`src/rtl/param_sender_pkg.sv`:
```
// Shared definitions for the serial sender (and its matching receiver).
//   - Parity mode constants used by the PARITY parameter.
//   - FSM state encoding for the transmit frame sequencer.
//   - parity_bit(): final parity bit from the running XOR of the data bits.
package param_sender_pkg;

    localparam int unsigned PAR_NONE = 0;
    localparam int unsigned PAR_EVEN = 1;
    localparam int unsigned PAR_ODD  = 2;

    typedef enum logic [2:0] {
        StIdle,
        StStart,
        StData,
        StPar,
        StStop
    } state_e;

    // acc is the XOR of all data bits; even parity sends it as-is, odd inverts it.
    function automatic logic parity_bit(input logic acc, input int unsigned mode);
        if (mode == PAR_ODD) begin
            return ~acc;
        end else if (mode == PAR_EVEN) begin
            return acc;
        end
        return 1'b0;
    endfunction

endpackage

```
`src/rtl/param_sender_if.sv`:
```
// Producer-side bus of the serial sender.
//   tx_data     word to send, sampled while tx_en is high
//   tx_en       write strobe, one word per high cycle
//   tx_full     FIFO full, writes are dropped
//   tx_overflow one-cycle pulse after a dropped write
//   tx_status   1 = FIFO empty and line idle
//   dout        serial line, idles high
// master: the byte producer; slave: the sender.
interface param_sender_if #(
    parameter int unsigned DATA_WIDTH = 8
);
    logic [DATA_WIDTH-1:0] tx_data;
    logic                  tx_en;
    logic                  tx_full;
    logic                  tx_overflow;
    logic                  tx_status;
    logic                  dout;

    modport master (
        output tx_data,
        output tx_en,
        input  tx_full,
        input  tx_overflow,
        input  tx_status,
        input  dout
    );

    modport slave (
        input  tx_data,
        input  tx_en,
        output tx_full,
        output tx_overflow,
        output tx_status,
        output dout
    );
endinterface

```
`src/rtl/param_sender_sync_fifo.sv`:
```
// Synchronous FIFO holding words waiting to be serialised.
//   clk, rst   system clock, synchronous active-high reset (flushes contents)
//   push/wdata write a word; ignored while full
//   pop/rdata  rdata is the head word; pop discards it; ignored while empty
//   full/empty flags derived from the registered count
//   count      registered number of stored words
module param_sender_sync_fifo #(
    parameter int unsigned WIDTH = 8,
    parameter int unsigned DEPTH = 4
) (
    input  logic                   clk,
    input  logic                   rst,
    input  logic                   push,
    input  logic                   pop,
    input  logic [WIDTH-1:0]       wdata,
    output logic [WIDTH-1:0]       rdata,
    output logic                   full,
    output logic                   empty,
    output logic [$clog2(DEPTH):0] count
);
    localparam int unsigned PTR_W = $clog2(DEPTH);
    localparam int unsigned CNT_W = PTR_W + 1;

    logic [WIDTH-1:0] mem_q [DEPTH];
    logic [PTR_W-1:0] wr_ptr_q, rd_ptr_q;
    logic [CNT_W-1:0] count_q, count_d;
    logic             push_ok, pop_ok;

    assign full    = (count_q == CNT_W'(DEPTH));
    assign empty   = (count_q == '0);
    assign count   = count_q;
    assign rdata   = mem_q[rd_ptr_q];
    // A push while full is dropped even if a pop frees a slot in the same cycle.
    assign push_ok = push && !full;
    assign pop_ok  = pop && !empty;

    always_comb begin
        count_d = count_q;
        unique case ({push_ok, pop_ok})
            2'b10:   count_d = count_q + 1'b1;
            2'b01:   count_d = count_q - 1'b1;
            default: count_d = count_q;
        endcase
    end

    always_ff @(posedge clk) begin
        if (push_ok) begin
            mem_q[wr_ptr_q] <= wdata;
        end
    end

    // Pointers wrap naturally because DEPTH is a power of two.
    always_ff @(posedge clk) begin
        if (rst) begin
            wr_ptr_q <= '0;
            rd_ptr_q <= '0;
            count_q  <= '0;
        end else begin
            if (push_ok) wr_ptr_q <= wr_ptr_q + 1'b1;
            if (pop_ok)  rd_ptr_q <= rd_ptr_q + 1'b1;
            count_q <= count_d;
        end
    end

endmodule

```
`src/rtl/param_sender.sv`:
```
// Parametrised asynchronous serial transmitter with TX FIFO.
//   clk  system clock; bit timing is derived from it by an internal divider
//   rst  synchronous active-high reset; aborts any frame in flight
//   bus  slave side of param_sender_if (tx_data/tx_en in; tx_full, tx_overflow,
//        tx_status and the registered serial line dout out)
// Frame: start(0), DATA_WIDTH data bits LSB first, optional parity, STOP_BITS stop(1),
// every bit held CLK_DIV cycles. Queued words follow each other with no idle gap.
module param_sender
    import param_sender_pkg::*;
#(
    parameter int unsigned DATA_WIDTH = 8,
    parameter int unsigned CLK_DIV    = 5,
    parameter int unsigned PARITY     = 0,
    parameter int unsigned STOP_BITS  = 1,
    parameter int unsigned FIFO_DEPTH = 4
) (
    input logic           clk,
    input logic           rst,
    param_sender_if.slave bus
);
    localparam int unsigned BAUD_W = $clog2(CLK_DIV);
    localparam int unsigned BIT_W  = $clog2(DATA_WIDTH + 1);
    localparam int unsigned CNT_W  = $clog2(FIFO_DEPTH) + 1;

    localparam logic [BAUD_W-1:0] BAUD_LAST = BAUD_W'(CLK_DIV - 1);
    localparam logic [BIT_W-1:0]  DATA_LAST = BIT_W'(DATA_WIDTH);
    localparam logic [BIT_W-1:0]  STOP_LAST = BIT_W'(STOP_BITS);

    state_e                state_q, state_d;
    logic [BAUD_W-1:0]     baud_q, baud_d;
    logic [BIT_W-1:0]      bit_q, bit_d;
    logic [DATA_WIDTH-1:0] shift_q, shift_d;
    logic                  par_q, par_d;
    logic                  dout_q, dout_d;
    logic                  status_q, status_d;
    logic                  ovf_q;

    logic                  fifo_pop, fifo_full, fifo_empty, push_ok, baud_end;
    logic [DATA_WIDTH-1:0] fifo_head;
    logic [CNT_W-1:0]      fifo_count, count_next;

    param_sender_sync_fifo #(
        .WIDTH (DATA_WIDTH),
        .DEPTH (FIFO_DEPTH)
    ) u_fifo (
        .clk   (clk),
        .rst   (rst),
        .push  (bus.tx_en),
        .pop   (fifo_pop),
        .wdata (bus.tx_data),
        .rdata (fifo_head),
        .full  (fifo_full),
        .empty (fifo_empty),
        .count (fifo_count)
    );

    assign push_ok    = bus.tx_en && !fifo_full;
    // The FSM only pops when the FIFO is non-empty, so this is the FIFO's next count.
    assign count_next = fifo_count + CNT_W'(push_ok) - CNT_W'(fifo_pop);
    assign baud_end   = (baud_q == BAUD_LAST);

    always_comb begin
        state_d  = state_q;
        baud_d   = baud_q;
        bit_d    = bit_q;
        shift_d  = shift_q;
        par_d    = par_q;
        dout_d   = dout_q;
        fifo_pop = 1'b0;

        if (state_q != StIdle) begin
            baud_d = baud_end ? '0 : baud_q + 1'b1;
        end

        unique case (state_q)
            StIdle: begin
                if (!fifo_empty) begin
                    fifo_pop = 1'b1;
                    shift_d  = fifo_head;
                    par_d    = 1'b0;
                    dout_d   = 1'b0;
                    state_d  = StStart;
                end
            end
            StStart: begin
                if (baud_end) begin
                    dout_d  = shift_q[0];
                    par_d   = par_q ^ shift_q[0];
                    shift_d = shift_q >> 1;
                    bit_d   = BIT_W'(1);
                    state_d = StData;
                end
            end
            StData: begin
                // bit_q counts data bits already placed on the line.
                if (baud_end) begin
                    if (bit_q == DATA_LAST) begin
                        bit_d = BIT_W'(1);
                        if (PARITY != PAR_NONE) begin
                            dout_d  = parity_bit(par_q, PARITY);
                            state_d = StPar;
                        end else begin
                            dout_d  = 1'b1;
                            state_d = StStop;
                        end
                    end else begin
                        dout_d  = shift_q[0];
                        par_d   = par_q ^ shift_q[0];
                        shift_d = shift_q >> 1;
                        bit_d   = bit_q + 1'b1;
                    end
                end
            end
            StPar: begin
                if (baud_end) begin
                    dout_d  = 1'b1;
                    bit_d   = BIT_W'(1);
                    state_d = StStop;
                end
            end
            StStop: begin
                // bit_q reused to count stop bits.
                if (baud_end) begin
                    if (bit_q == STOP_LAST) begin
                        if (!fifo_empty) begin
                            fifo_pop = 1'b1;
                            shift_d  = fifo_head;
                            par_d    = 1'b0;
                            dout_d   = 1'b0;
                            state_d  = StStart;
                        end else begin
                            dout_d  = 1'b1;
                            state_d = StIdle;
                        end
                    end else begin
                        bit_d = bit_q + 1'b1;
                    end
                end
            end
            default: begin
                dout_d  = 1'b1;
                state_d = StIdle;
            end
        endcase

        status_d = (state_d == StIdle) && (count_next == '0);
    end

    always_ff @(posedge clk) begin
        if (rst) begin
            state_q  <= StIdle;
            baud_q   <= '0;
            bit_q    <= '0;
            shift_q  <= '0;
            par_q    <= 1'b0;
            dout_q   <= 1'b1;
            status_q <= 1'b1;
            ovf_q    <= 1'b0;
        end else begin
            state_q  <= state_d;
            baud_q   <= baud_d;
            bit_q    <= bit_d;
            shift_q  <= shift_d;
            par_q    <= par_d;
            dout_q   <= dout_d;
            status_q <= status_d;
            ovf_q    <= bus.tx_en && fifo_full;
        end
    end

    assign bus.dout        = dout_q;
    assign bus.tx_status   = status_q;
    assign bus.tx_full     = fifo_full;
    assign bus.tx_overflow = ovf_q;

endmodule

```
`src/flat_wrapper.sv`:
```
// flat-port wrapper written by rule: the top's interface ports become plain ports
module param_sender_flat import param_sender_pkg::*;
#(
    parameter int unsigned DATA_WIDTH = 8,
    parameter int unsigned CLK_DIV    = 5,
    parameter int unsigned PARITY     = 0,
    parameter int unsigned STOP_BITS  = 1,
    parameter int unsigned FIFO_DEPTH = 4
)
  (clk, rst, bus_tx_data, bus_tx_en, bus_tx_full, bus_tx_overflow, bus_tx_status, bus_dout);
  param_sender_if #(.DATA_WIDTH(DATA_WIDTH)) bus_i ();
  input logic clk;
  input logic rst;
  input wire logic [$bits(bus_i.tx_data)-1:0] bus_tx_data;
  input wire logic [$bits(bus_i.tx_en)-1:0] bus_tx_en;
  output wire logic [$bits(bus_i.tx_full)-1:0] bus_tx_full;
  output wire logic [$bits(bus_i.tx_overflow)-1:0] bus_tx_overflow;
  output wire logic [$bits(bus_i.tx_status)-1:0] bus_tx_status;
  output wire logic [$bits(bus_i.dout)-1:0] bus_dout;
  assign bus_i.tx_data = bus_tx_data;
  assign bus_i.tx_en = bus_tx_en;
  assign bus_tx_full = bus_i.tx_full;
  assign bus_tx_overflow = bus_i.tx_overflow;
  assign bus_tx_status = bus_i.tx_status;
  assign bus_dout = bus_i.dout;
  param_sender #(.DATA_WIDTH(DATA_WIDTH), .CLK_DIV(CLK_DIV), .PARITY(PARITY), .STOP_BITS(STOP_BITS), .FIFO_DEPTH(FIFO_DEPTH)) u_core (.clk(clk), .rst(rst), .bus(bus_i));
endmodule
```
`config.mk`:
```
export PLATFORM = sky130hd
export DESIGN_NAME = param_sender_flat
export DESIGN_NICKNAME = d
export VERILOG_FILES = /design/src/rtl/param_sender_pkg.sv /design/src/rtl/param_sender_if.sv /design/src/rtl/param_sender_sync_fifo.sv /design/src/rtl/param_sender.sv /design/src/flat_wrapper.sv
export SDC_FILE = /design/constraint.sdc
export NUM_CORES = 1
export LEC_CHECK = 0
export BUFFER_PORTS_ARGS = -buffer_cell sky130_fd_sc_hd__buf_2
export CORE_ASPECT_RATIO = 0.6
export CORE_MARGIN = 2
export CORE_UTILIZATION = 39
export CTS_BUF_LIST = sky130_fd_sc_hd__clkbuf_8
export CTS_CLUSTER_SIZE = 30
export DETAILED_ROUTE_END_ITERATION = 8
export GPL_TIMING_DRIVEN = 0
export HOLD_SLACK_MARGIN = 0.03
export SYNTH_ARGS = -nofsm -noshare
export SYNTH_HDL_FRONTEND = slang
export SYNTH_SLANG_ARGS = --single-unit
```
`constraint.sdc`:
```
create_clock -name clk -period 3.35 [get_ports clk]
set_clock_uncertainty 0.05 [all_clocks]
set_input_delay 0.5025 -clock clk [delete_from_list [all_inputs] [get_ports clk]]
set_output_delay 0.5025 -clock clk [all_outputs]
set_load 0.1 [all_outputs]
```
==> flow_summary_export.csv, run 1 <==
group,metric,value,unit
synth,synth_xor_area_share,3.64,%
layout,design_area,3320,um^2
clocking,ctsLongestPathBuffers,2,
synth,syn_area,2890,um^2
synth,synthAdderAreaFrac,6.59,%
placement,dpl.hpwl,3750,um
placement,gp_congestion,0.821,
setup_path,arrival,3.29,ns
timing,post-route-period-util,92.0,%
drt,route.detailed.drc,0,
floorplan,rows,24,
placement,place_inst,335,
clocking,post_cts_buffers,0,
setup_path,start_kind,"flop",
clocking,cts_buffers,9,
timing,hold_viol,0,
drt,ant_nets,0,
floorplan,core_area,7210,um^2
synth,yosysWarnings,0,
power_and_ir_drop,max-vdd-ir-drop,0.346,mV
global_routing,grt_antenna_before_repair,0,
synth,synth_cell_type_count,49,
synth,synth-compound-area-share,10.1,%
drt,via_per_inst,5.19,
timing,totalNegativeSetupSlack,0,ns
synth,synth_top_family_by_area,"simple AND/OR/NAND/NOR gates",
synth,synth_mux_area_share,10.0,%
clocking,clock_sink_count,62,
layout,antenna_cells,0,
placement,placed_area,3060,um^2
setup_path,worstPathMaxFanout,4,
drt,vias,1820,
timing,setup_violations,0,
global_routing,grt_pass1_wl,8650,um
flow_run,cap_viol_max_count,0,
floorplan,die_y,70.6,um
synth,ys.flop_type,"edfxtp_1",
floorplan,die_area,8120,um^2
layout,syn2layout_area_growth,15.0,%
power_and_ir_drop,power_density,841,nW/um^2
setup_path,endpoint_kind,"flop",
drt,wl,5230,um
timing,min_period,3.08,ns
layout,layout_commonest_cell,"edfxtp_1",
setup_path,cp_cell_sequence,"inv_1, ha_1, or3b_1, or2_1, a21oi_1, ha_1, inv_1, ha_1, fa_1, xor2_1, xnor2_1, nor3_2, o21bai_1, a211oi_2",
layout,final_cell_mix,"edfxtp_1 (32), dfxtp_1 (29), nor2_1 (17), inv_1 (17), buf_2 (16)",
setup_path,slowest_delay,0.42,ns
timing,drv_slew,0,
drt,wire_per_inst,14.9,um
setup_path,crit_required,3.56,ns
global_routing,grtUsageTotal,14.5,%
clocking,clk_root_buffer_cell,"clkbuf_8",
synth,synthCells,231,
timing,rsz0062_at_grt,"no",
power_and_ir_drop,fin_total_pwr,2.79,mW
power_and_ir_drop,cellLeakagePower,1.22,nW
layout,fin_util,46.1,%
layout,nets,280,
global_routing,grt_pass1_vias,1721,
setup_path,cp_slowest_cell,"or3b_1",
global_routing,grt_max_degree,13,
floorplan,die_w,115,um
setup_path,path_class,"reg2reg",
hold_path,min_path_type,"in2reg",
synth,syn_nets,256,
setup_path,crit_family,"adder cells",
timing,worstMarginPinSlew,0.525,ns
floorplan,pin_count,15,
setup_path,crit_path_frequent_cell,"ha_1",
clocking,htreeDepth,3,
setup_path,critical_path_buf_inv_count,2,
drt,detail_route.iter0.violations,85,
synth,synth-simple-area-share,11.5,%
synth,synthArstFlopShare,0,%
timing,fmax,324,MHz
clocking,clkSlewWorstSetupHoldPaths,0.07,ns
floorplan,initial_core_util,40.0,%
placement,dp_slack,0.107,ns
drt,dr.pass1.iters,4,
layout,stdcell_count,351,
timing,slew_headroom,65.0,%
placement,numPortBuffers,13,
synth,post_synth.cell_area_avg,12.5,um^2
layout,layout-drive-gt1-share,22.7,%
synth,yosysSeqAreaShare,54.1,%
outcome,outcome,"complete, no violations",
synth,synth_edf_count,32,
clocking,insertion_delay,0.35,ns
synth,synth-seq-cells,62,
global_routing,grt_overflow_total,0,
timing,fin_hold_ws,0.319,ns
timing,finalWorstSetupSlack,0.266,ns
clocking,cts_tree,"yes",
[Yosys cell counts, types with 5 or more instances]
cell type  count  area share, %
xor2_1         6            1.8
and3_1         5            1.1
edfxtp_1      32             33
nand2_1        9            1.2
a21oi_1       14            2.4
dfxtp_1       30             21
mux4_2         8            6.2
a22o_1         7            2.1
nor2_1        17            2.2
inv_1         16            2.1
mux2_2         7            2.7
xnor2_1        6            1.8
ha_1          12            5.2
[flip-flops by register name (all words and copies together) (netlist names), named ones only]
signal,flops
u_core.bus.dout,1
u_core.bit_q,4
u_core.u_fifo.count,3
u_core.u_fifo.mem_q,32
u_core.bus.tx_overflow,1
u_core.bus.tx_status,1
u_core.u_fifo.wr_ptr_q,2
u_core.shift_q,8
u_core.baud_q,3
u_core.u_fifo.rd_ptr_q,2
u_core.state_q,3
[where the power goes]
| part | switching (mW) | total, mW | internal [mW] |
|---|---|---|---|
| logic | 0.568 | 0.983 | 0.415 |
| registers | 0.0695 | 1.01 | 0.936 |
| clock network | 0.304 | 0.802 | 0.498 |
[final cells by class]
class | count | area, um^2
buffer | 10 | 56.3
clock buffer | 9 | 124
clock inverter | 7 | 120
fill | 657 | 3890
inverter | 16 | 60.1
multi-input combinational | 143 | 1220
sequential | 62 | 1560
tap | 91 | 114
timing repair buffer | 13 | 65.1
[routing by layer]
metal	global-route usage (%)	up-vias	share of wire, %	wire length (um)
met2	18.2	35	40	2080
met3	6.94	7	5.0	260
met5	0	-	0	0
met4	4.42	0	1.0	53
met1	21.6	888	54	2840
li1	-	890	-	-
[kinds of logic after synthesis]
kind of cell               count (synthesis)
AOI/OAI and AO/OA                         42
xor gates and xnor gates                  12
adders and majority gates                 14
buffers and inverters                     26
DFF                                       62
muxes                                     18
and+or+nand+nor                           57
[worst reg2reg max path, stage by stage, from the launching register on]
cell and delay [ns]:
dfxtp_1 0.34, inv_1 0.08, ha_1 0.16, or3b_1 0.42, or2_1 0.30, a21oi_1 0.19, ha_1 0.14, inv_1 0.04
ha_1 0.20, fa_1 0.40, xor2_1 0.16, xnor2_1 0.14, nor3_2 0.12, o21bai_1 0.09, a211oi_2 0.17
[path summary, 6_finish.rpt]
kind	slack, ns	to	depth (start not counted)	start
min	0.32	u_core.u_fifo.mem_q[1][7]	1	bus_tx_data[7]
max reg2reg	0.27	u_core.bus.tx_status	14	u_core.bit_q[1]
min reg2reg	0.42	u_core.bus.dout	2	u_core.bus.dout
max	0.27	u_core.bus.tx_status	14	u_core.bit_q[1]
[repair_timing]
action	in CTS	in global routing
hold buffers	0	0
gates resized for setup	0	3
hold endpoints to repair	0	0
endpoints found under the setup margin	0	1
No activity file was read; power rests on OpenSTA's default activity.
==> inputs of run 2 (changes only) <==
--- a/config.mk
+++ b/config.mk
@@ -8,12 +8,14 @@
 export BUFFER_PORTS_ARGS = -buffer_cell sky130_fd_sc_hd__buf_2
 export CORE_ASPECT_RATIO = 0.6
 export CORE_MARGIN = 2
-export CORE_UTILIZATION = 39
+export CORE_UTILIZATION = 63
 export CTS_BUF_LIST = sky130_fd_sc_hd__clkbuf_8
 export CTS_CLUSTER_SIZE = 30
 export DETAILED_ROUTE_END_ITERATION = 8
 export GPL_TIMING_DRIVEN = 0
 export HOLD_SLACK_MARGIN = 0.03
+export PLACE_DENSITY = 0.82
 export SYNTH_ARGS = -nofsm -noshare
 export SYNTH_HDL_FRONTEND = slang
+export SYNTH_HIERARCHICAL = 1
 export SYNTH_SLANG_ARGS = --single-unit
==> constraint.sdc (replaced) <==
create_clock -name clk -period 3.35 [get_ports clk]
set_clock_uncertainty 0.05 [all_clocks]
set_input_delay 0.5025 -clock clk [delete_from_list [all_inputs] [get_ports clk]]
set_output_delay 0.5025 -clock clk [all_outputs]
set_load 0.01 [all_outputs]
==> run 2 against run 1 <==
Combinational power is 13% lower. Non-clock buffer count increased by 3. Critical path depth decreased by 1. Design area rose by 2.6%. Routed wire length rose by 15%. Setup slack got worse by 0.055 ns. Cell count did not move. Total power is 4.7% lower. Via count rose by 15%. Global-route usage is 10 points higher. Die area shrank 34%. Sequential power hardly changed. Critical endpoint is now u_core/bus.tx_status. Highest routed layer unchanged.
==> flow_summary_export.csv, run 2 <==
group,metric,value,unit
clocking,clkSlewWorstSetupHoldPaths,0.07,ns
clocking,cts_resized,0,
placement,numPortBuffers,13,
outcome,outcome,"complete, no violations",
drt,via_per_inst,5.95,
global_routing,grt_overflow_total,0,
clocking,cts_tree,"yes",
synth,ys.flop_type,"edfxtp_1",
setup_path,arrival,3.32,ns
timing,post-route-period-util,93.7,%
layout,layout-drive-gt1-share,21.2,%
drt,wire_per_inst,17.2,um
layout,layout_commonest_cell,"edfxtp_1",
global_routing,grt_pass1_wl,9740,um
synth,synth_top_area_cell,"edfxtp_1",
layout,antenna_cells,0,
layout,fin_util,74.3,%
drt,vias,2087,
layout,largest_register_ffs,32,
synth,synth_common_cells,"edfxtp_1 (32), dfxtp_1 (30), inv_1 (21)",
layout,design_area,3410,um^2
synth,synth_area_leaders,"edfxtp_1 (32%), dfxtp_1 (20%), mux4_2 (6.0%)",
power_and_ir_drop,power_density,780,nW/um^2
timing,totalNegativeSetupSlack,0,ns
timing,worstMarginPinSlew,0.685,ns
clocking,cts_hold_buf,0,
clocking,ctsLongestPathBuffers,2,
timing,drv_slew,0,
layout,stdcell_count,351,
clocking,cts_buffers,9,
placement,place_inst,335,
timing,finalWorstSetupSlack,0.212,ns
setup_path,slowest_delay,0.42,ns
drt,ant_nets,0,
floorplan,pin_count,15,
synth,synth_edf_count,32,
clocking,clock_sink_count,62,
layout,reg.largest.list,"u_core/u_fifo/mem_q (32), u_core/shift_q (8), u_core/bit_q (4)",
layout,nets,308,
drt,dr.pass1.iters,4,
placement,dpl.hpwl,4070,um
clocking,clk_root_buffer_cell,"clkbuf_8",
setup_path,cp_slowest_cell,"or3b_1",
setup_path,cp_cell_sequence,"inv_1, ha_1, or3b_1, o21ai_0, and2_1, ha_1, inv_1, ha_1, fa_1, xnor2_1, xnor2_1, a21oi_1, nor4_1",
setup_path,path_class,"reg2reg",
setup_path,crit_family,"simple AND/OR/NAND/NOR gates",
floorplan,rows,19,
synth,post_synth.cell_area_avg,11.6,um^2
timing,slew_headroom,54.2,%
hold_path,min_path_type,"in2reg",
setup_path,crit_path_frequent_cell,"ha_1",
clocking,htreeDepth,3,
synth,yosysWarnings,6,
power_and_ir_drop,cellLeakagePower,1.26,nW
placement,gp_congestion,0.863,
synth,synthCells,259,
hold_path,min_path_cells,1,
setup_path,worstPathMaxFanout,4,
placement,placed_area,3160,um^2
setup_path,endpoint_kind,"flop",
drt,wl,6020,um
layout,syn2layout_area_growth,12.9,%
timing,hold_viol,0,
layout,top_register,"u_core/u_fifo/mem_q",
synth,synth-seq-cells,62,
global_routing,grt_max_degree,13,
global_routing,grt_antenna_before_repair,0,
floorplan,core_area,4590,um^2
setup_path,rr_worst_depth,13,
global_routing,grtUsageTotal,24.8,%
clocking,post_cts_buffers,0,
synth,synth_top_area_share,31.9,%
drt,route.detailed.drc,0,
synth,synth_most_common_cell,"edfxtp_1",
synth,syn_nets,284,
timing,setup_violations,0,
layout,final_cell_mix,"edfxtp_1 (32), dfxtp_1 (30), inv_1 (21), a21oi_1 (20)",
drt,detail_route.iter0.violations,289,
timing,min_period,3.14,ns
setup_path,critical_path_depth,13,
floorplan,initial_core_util,65.7,%
setup_path,start_kind,"flop",
global_routing,grt_pass1_vias,1996,
setup_path,critical_path_buf_inv_count,2,
timing,fmax,319,MHz
power_and_ir_drop,max-vdd-ir-drop,0.470,mV
placement,dp_slack,0.269,ns
synth,syn_area,3020,um^2
synth,synth_cell_type_count,50,
floorplan,die_y,57.6,um
flow_run,cap_viol_max_count,0,
floorplan,die_w,93.3,um
clocking,insertion_delay,0.33,ns
floorplan,die_area,5380,um^2
synth,yosysSeqAreaShare,51.8,%
timing,rsz0062_at_grt,"no",
synth,synthArstFlopShare,0,%
setup_path,crit_required,3.53,ns
## run 2: cell count changes after synthesis, sizes merged, moves of 6 or more
cell,previous run,this run
nand3,5,11
o21ai,6,18
nand2,9,3
a22o,7,0
nor2b,0,9
## run 2: cell families (layout without fill, tap and decap cells)
group | count (synthesis) | after routing | share of synthesized area (%)
simple gates | 67 | 67 | 13.1
flops | 62 | 62 | 51.8
compound gates | 54 | 54 | 11.6
buf+inv | 35 | 64 | 4.94
mux | 19 | 19 | 9.91
fa+ha+maj | 14 | 14 | 6.30
xor+xnor | 8 | 8 | 2.32
## run 2: worst paths after layout
| check | startpoint | to | slack (ns) |
|---|---|---|---|
| max | u_core/bit_q[1] | u_core/bus.tx_status | 0.21 |
| min | bus_tx_data[4] | u_core/u_fifo/mem_q[2][4] | 0.34 |
| max reg2reg | u_core/bit_q[1] | u_core/bus.tx_status | 0.21 |
| min reg2reg | u_core/shift_q[7] | u_core/shift_q[7] | 0.42 |
## run 2: power by group
part / leakage (nW) / total [mW] / internal, mW / switching (mW)
sequential: 0.538 / 1.01 / 0.929 / 0.0815
clock: 0.116 / 0.794 / 0.496 / 0.298
combinational: 0.605 / 0.853 / 0.390 / 0.463
total: 1.26 / 2.66 / 1.81 / 0.843
## run 2: layout make-up
cell class	count	area (um^2)
Timing Repair Buffer	13	65.1
Clock buffer	9	124
Fill cell	315	1180
Clock inverter	7	123
Tap cell	63	78.8
Inverter	22	82.6
Multi-Input combinational cell	162	1310
Buffer	13	66.3
Sequential cell	62	1560
## run 2: worst register-to-register path, stage by stage (launching register included)
cell and delay (ns):
dfxtp_1 0.34, inv_1 0.09, ha_1 0.15, or3b_1 0.42, o21ai_0 0.35, and2_1 0.26, ha_1 0.15, inv_1 0.04
ha_1 0.19, fa_1 0.37, xnor2_1 0.18, xnor2_1 0.16, a21oi_1 0.10, nor4_1 0.20
## run 2: per-stage QoR
stage / power, mW / hold WS (ns)
2_1_floorplan: 1.68 / 0.389
3_3_place_gp: 1.82 / 0.404
4_1_cts: 2.67 / 0.318
6_report: 2.66 / 0.335
5_1_grt: 2.80 / 0.315
3_5_place_dp: 1.86 / 0.412
## run 2: metal layers
| layer | GRT usage [%] | wire, um | vias up |
|---|---|---|---|
| met2 | 37.1 | 2800 | 88 |
| li1 | - | - | 987 |
| met5 | 0 | 0 | - |
| met3 | 8.45 | 573 | 4 |
| met1 | 34.1 | 2620 | 1008 |
| met4 | 8.82 | 25 | 0 |
==> inputs of run 3 (changes only) <==
--- a/config.mk
+++ b/config.mk
@@ -6,7 +6,6 @@
 export NUM_CORES = 1
 export LEC_CHECK = 0
 export BUFFER_PORTS_ARGS = -buffer_cell sky130_fd_sc_hd__buf_2
-export CORE_ASPECT_RATIO = 0.6
 export CORE_MARGIN = 2
 export CORE_UTILIZATION = 63
 export CTS_BUF_LIST = sky130_fd_sc_hd__clkbuf_8
==> run 3 against run 2 <==
Worst hold slack worse by 0.011 ns. Critical endpoint is now u_core/u_fifo/count[2]. Die area fell by 0.35%. Via count fell by 1.7%. Fmax shrank 0.59%. Routed wire length decreased by 7.6%. Cell count shrank 2.6%.
==> flow_summary_export.csv, run 3 (synthesis gave the netlist of run 2 again) <==
group,metric,value,unit
clocking,cts_hold_buf,0,
clocking,post_cts_buffers,0,
layout,antenna_cells,0,
timing,drv_slew,0,
layout,layout-drive-gt1-share,21.2,%
drt,via_per_inst,6.00,
flow_run,cap_viol_max_count,0,
timing,min_period,3.16,ns
drt,detail_route.iter0.violations,244,
setup_path,crit_required,3.56,ns
timing,totalNegativeSetupSlack,0,ns
setup_path,rr_worst_depth,13,
drt,ant_nets,0,
timing,setup_violations,0,
setup_path,reg2reg_slack,0.19,ns
placement,numPortBuffers,13,
power_and_ir_drop,power_density,755,nW/um^2
setup_path,start_kind,"flop",
clocking,cts_tree,"yes",
clocking,clock_sink_count,62,
hold_path,min_path_type,"in2reg",
layout,largest_register_ffs,32,
floorplan,die_area,5360,um^2
layout,top_register,"u_core/u_fifo/mem_q",
floorplan,rows,25,
clocking,clk_root_buffer_cell,"clkbuf_8",
global_routing,grt_overflow_total,0,
placement,dp_slack,0.316,ns
clocking,clkSlewWorstSetupHoldPaths,0.08,ns
floorplan,die_w,73.2,um
timing,fin_hold_ws,0.325,ns
timing,slew_headroom,58.3,%
power_and_ir_drop,cellLeakagePower,1.25,nW
layout,syn2layout_area_growth,11.2,%
timing,post-route-period-util,94.2,%
setup_path,path_class,"reg2reg",
clocking,insertion_delay,0.34,ns
global_routing,grt_pass1_wl,9330,um
layout,final_cell_mix,"edfxtp_1 (32), dfxtp_1 (30), inv_1 (21), a21oi_1 (20)",
clocking,htreeDepth,3,
power_and_ir_drop,fin_total_pwr,2.53,mW
setup_path,arrival,3.36,ns
drt,wire_per_inst,16.3,um
setup_path,worstPathMaxFanout,4,
setup_path,endpoint_kind,"flop",
power_and_ir_drop,p_sw_share,33.9,%
timing,worstMarginPinSlew,0.621,ns
global_routing,grt_antenna_before_repair,0,
timing,fmax,317,MHz
timing,hold_viol,0,
global_routing,grtUsageTotal,23.8,%
power_and_ir_drop,comb_power_share,33.7,%
global_routing,grt_max_degree,14,
drt,dr.pass1.iters,4,
clocking,cts_buffers,9,
hold_path,min_path_cells,1,
layout,reg.largest.list,"u_core/u_fifo/mem_q (32), u_core/shift_q (8), u_core/bit_q (4)",
clocking,cts_resized,0,
outcome,outcome,"complete, no violations",
placement,gp_congestion,0.812,
global_routing,grt_pass1_vias,2012,
layout,fillCellCount,316,
floorplan,core_area,4660,um^2
floorplan,initial_core_util,64.7,%
drt,wl,5570,um
layout,layout_commonest_cell,"edfxtp_1",
layout,fin_util,72.0,%
power_and_ir_drop,power_switching,860,uW
drt,vias,2051,
timing,finalWorstSetupSlack,0.193,ns
power_and_ir_drop,max-vdd-ir-drop,0.519,mV
layout,nets,308,
power_and_ir_drop,p_clk_share,26.7,%
floorplan,pin_count,15,
drt,route.detailed.drc,0,
clocking,ctsLongestPathBuffers,2,
placement,dpl.hpwl,3690,um
timing,rsz0062_at_grt,"no",
power_and_ir_drop,seqPwrFrac,39.6,%
power_and_ir_drop,p_int,1.67,mW
floorplan,die_y,73.2,um
[run 3: cell count changes in the layout (fill, tap and decap cells not counted)]
cell        before  now
bufinv_16        3    1
clkinvlp_4       2    0
inv_8            0    1
inv_6            0    2
clkinv_2         0    1
[run 3: worst paths after layout]
kind | from | end
min | bus_tx_data[1] | u_core/u_fifo/mem_q[2][1]
min reg2reg | u_core/shift_q[7] | u_core/shift_q[7]
max reg2reg | u_core/bit_q[1] | u_core/u_fifo/count[2]
max | u_core/bit_q[1] | u_core/u_fifo/count[2]
[run 3: final cells by class]
type | count | area (um^2) | area share [%]
Tap cell | 54 | 67.6 | 2.01
Inverter | 22 | 82.6 | 2.46
Clock inverter | 7 | 81.3 | 2.42
Multi-Input combinational cell | 162 | 1310 | 38.9
Timing Repair Buffer | 13 | 65.1 | 1.94
Clock buffer | 9 | 124 | 3.69
Buffer | 13 | 66.3 | 1.98
Sequential cell | 62 | 1560 | 46.5
[run 3: through the flow]
stage	std cells	area (um^2)
floorplan	259	3020
global placement	326	3150
detailed placement	326	3150
CTS	342	3350
global route	342	3350
finish	342	3350
[run 3: routing by layer]
metal  share of wire (%)  global-route usage (%)  wire length (um)  up-vias
li1                    -                       -                 -      985
met1                  43                    29.2              2410     1004
met3                 4.7                    5.94               259        9
met5                   0                       0                 0        -
met2                  51                    39.3              2830       53
met4                 1.1                    11.3                63        0
[run 3: critical path, cell delays in order (launching register included)]
cell and delay (ns):
dfxtp_1 0.35, inv_1 0.09, ha_1 0.16, or3b_1 0.39, o21ai_0 0.31, and2_1 0.27, o31ai_2 0.11, inv_1 0.07
ha_1 0.18, inv_1 0.07, fa_1 0.39, xor2_1 0.16, or3_1 0.30, a21oi_1 0.17
[run 3: power by group through the flow]
| stage | Combinational [mW] | Clock [mW] | Sequential, mW |
|---|---|---|---|
| 2_1_floorplan | 0.668 | 0 | 1.01 |
| 3_3_place_gp | 0.814 | 0 | 1.01 |
| 3_5_place_dp | 0.842 | 0 | 1.02 |
| 4_1_cts | 0.854 | 0.686 | 1.00 |
| 5_1_grt | 0.950 | 0.721 | 1.02 |
| 6_report | 0.855 | 0.675 | 1.00 |
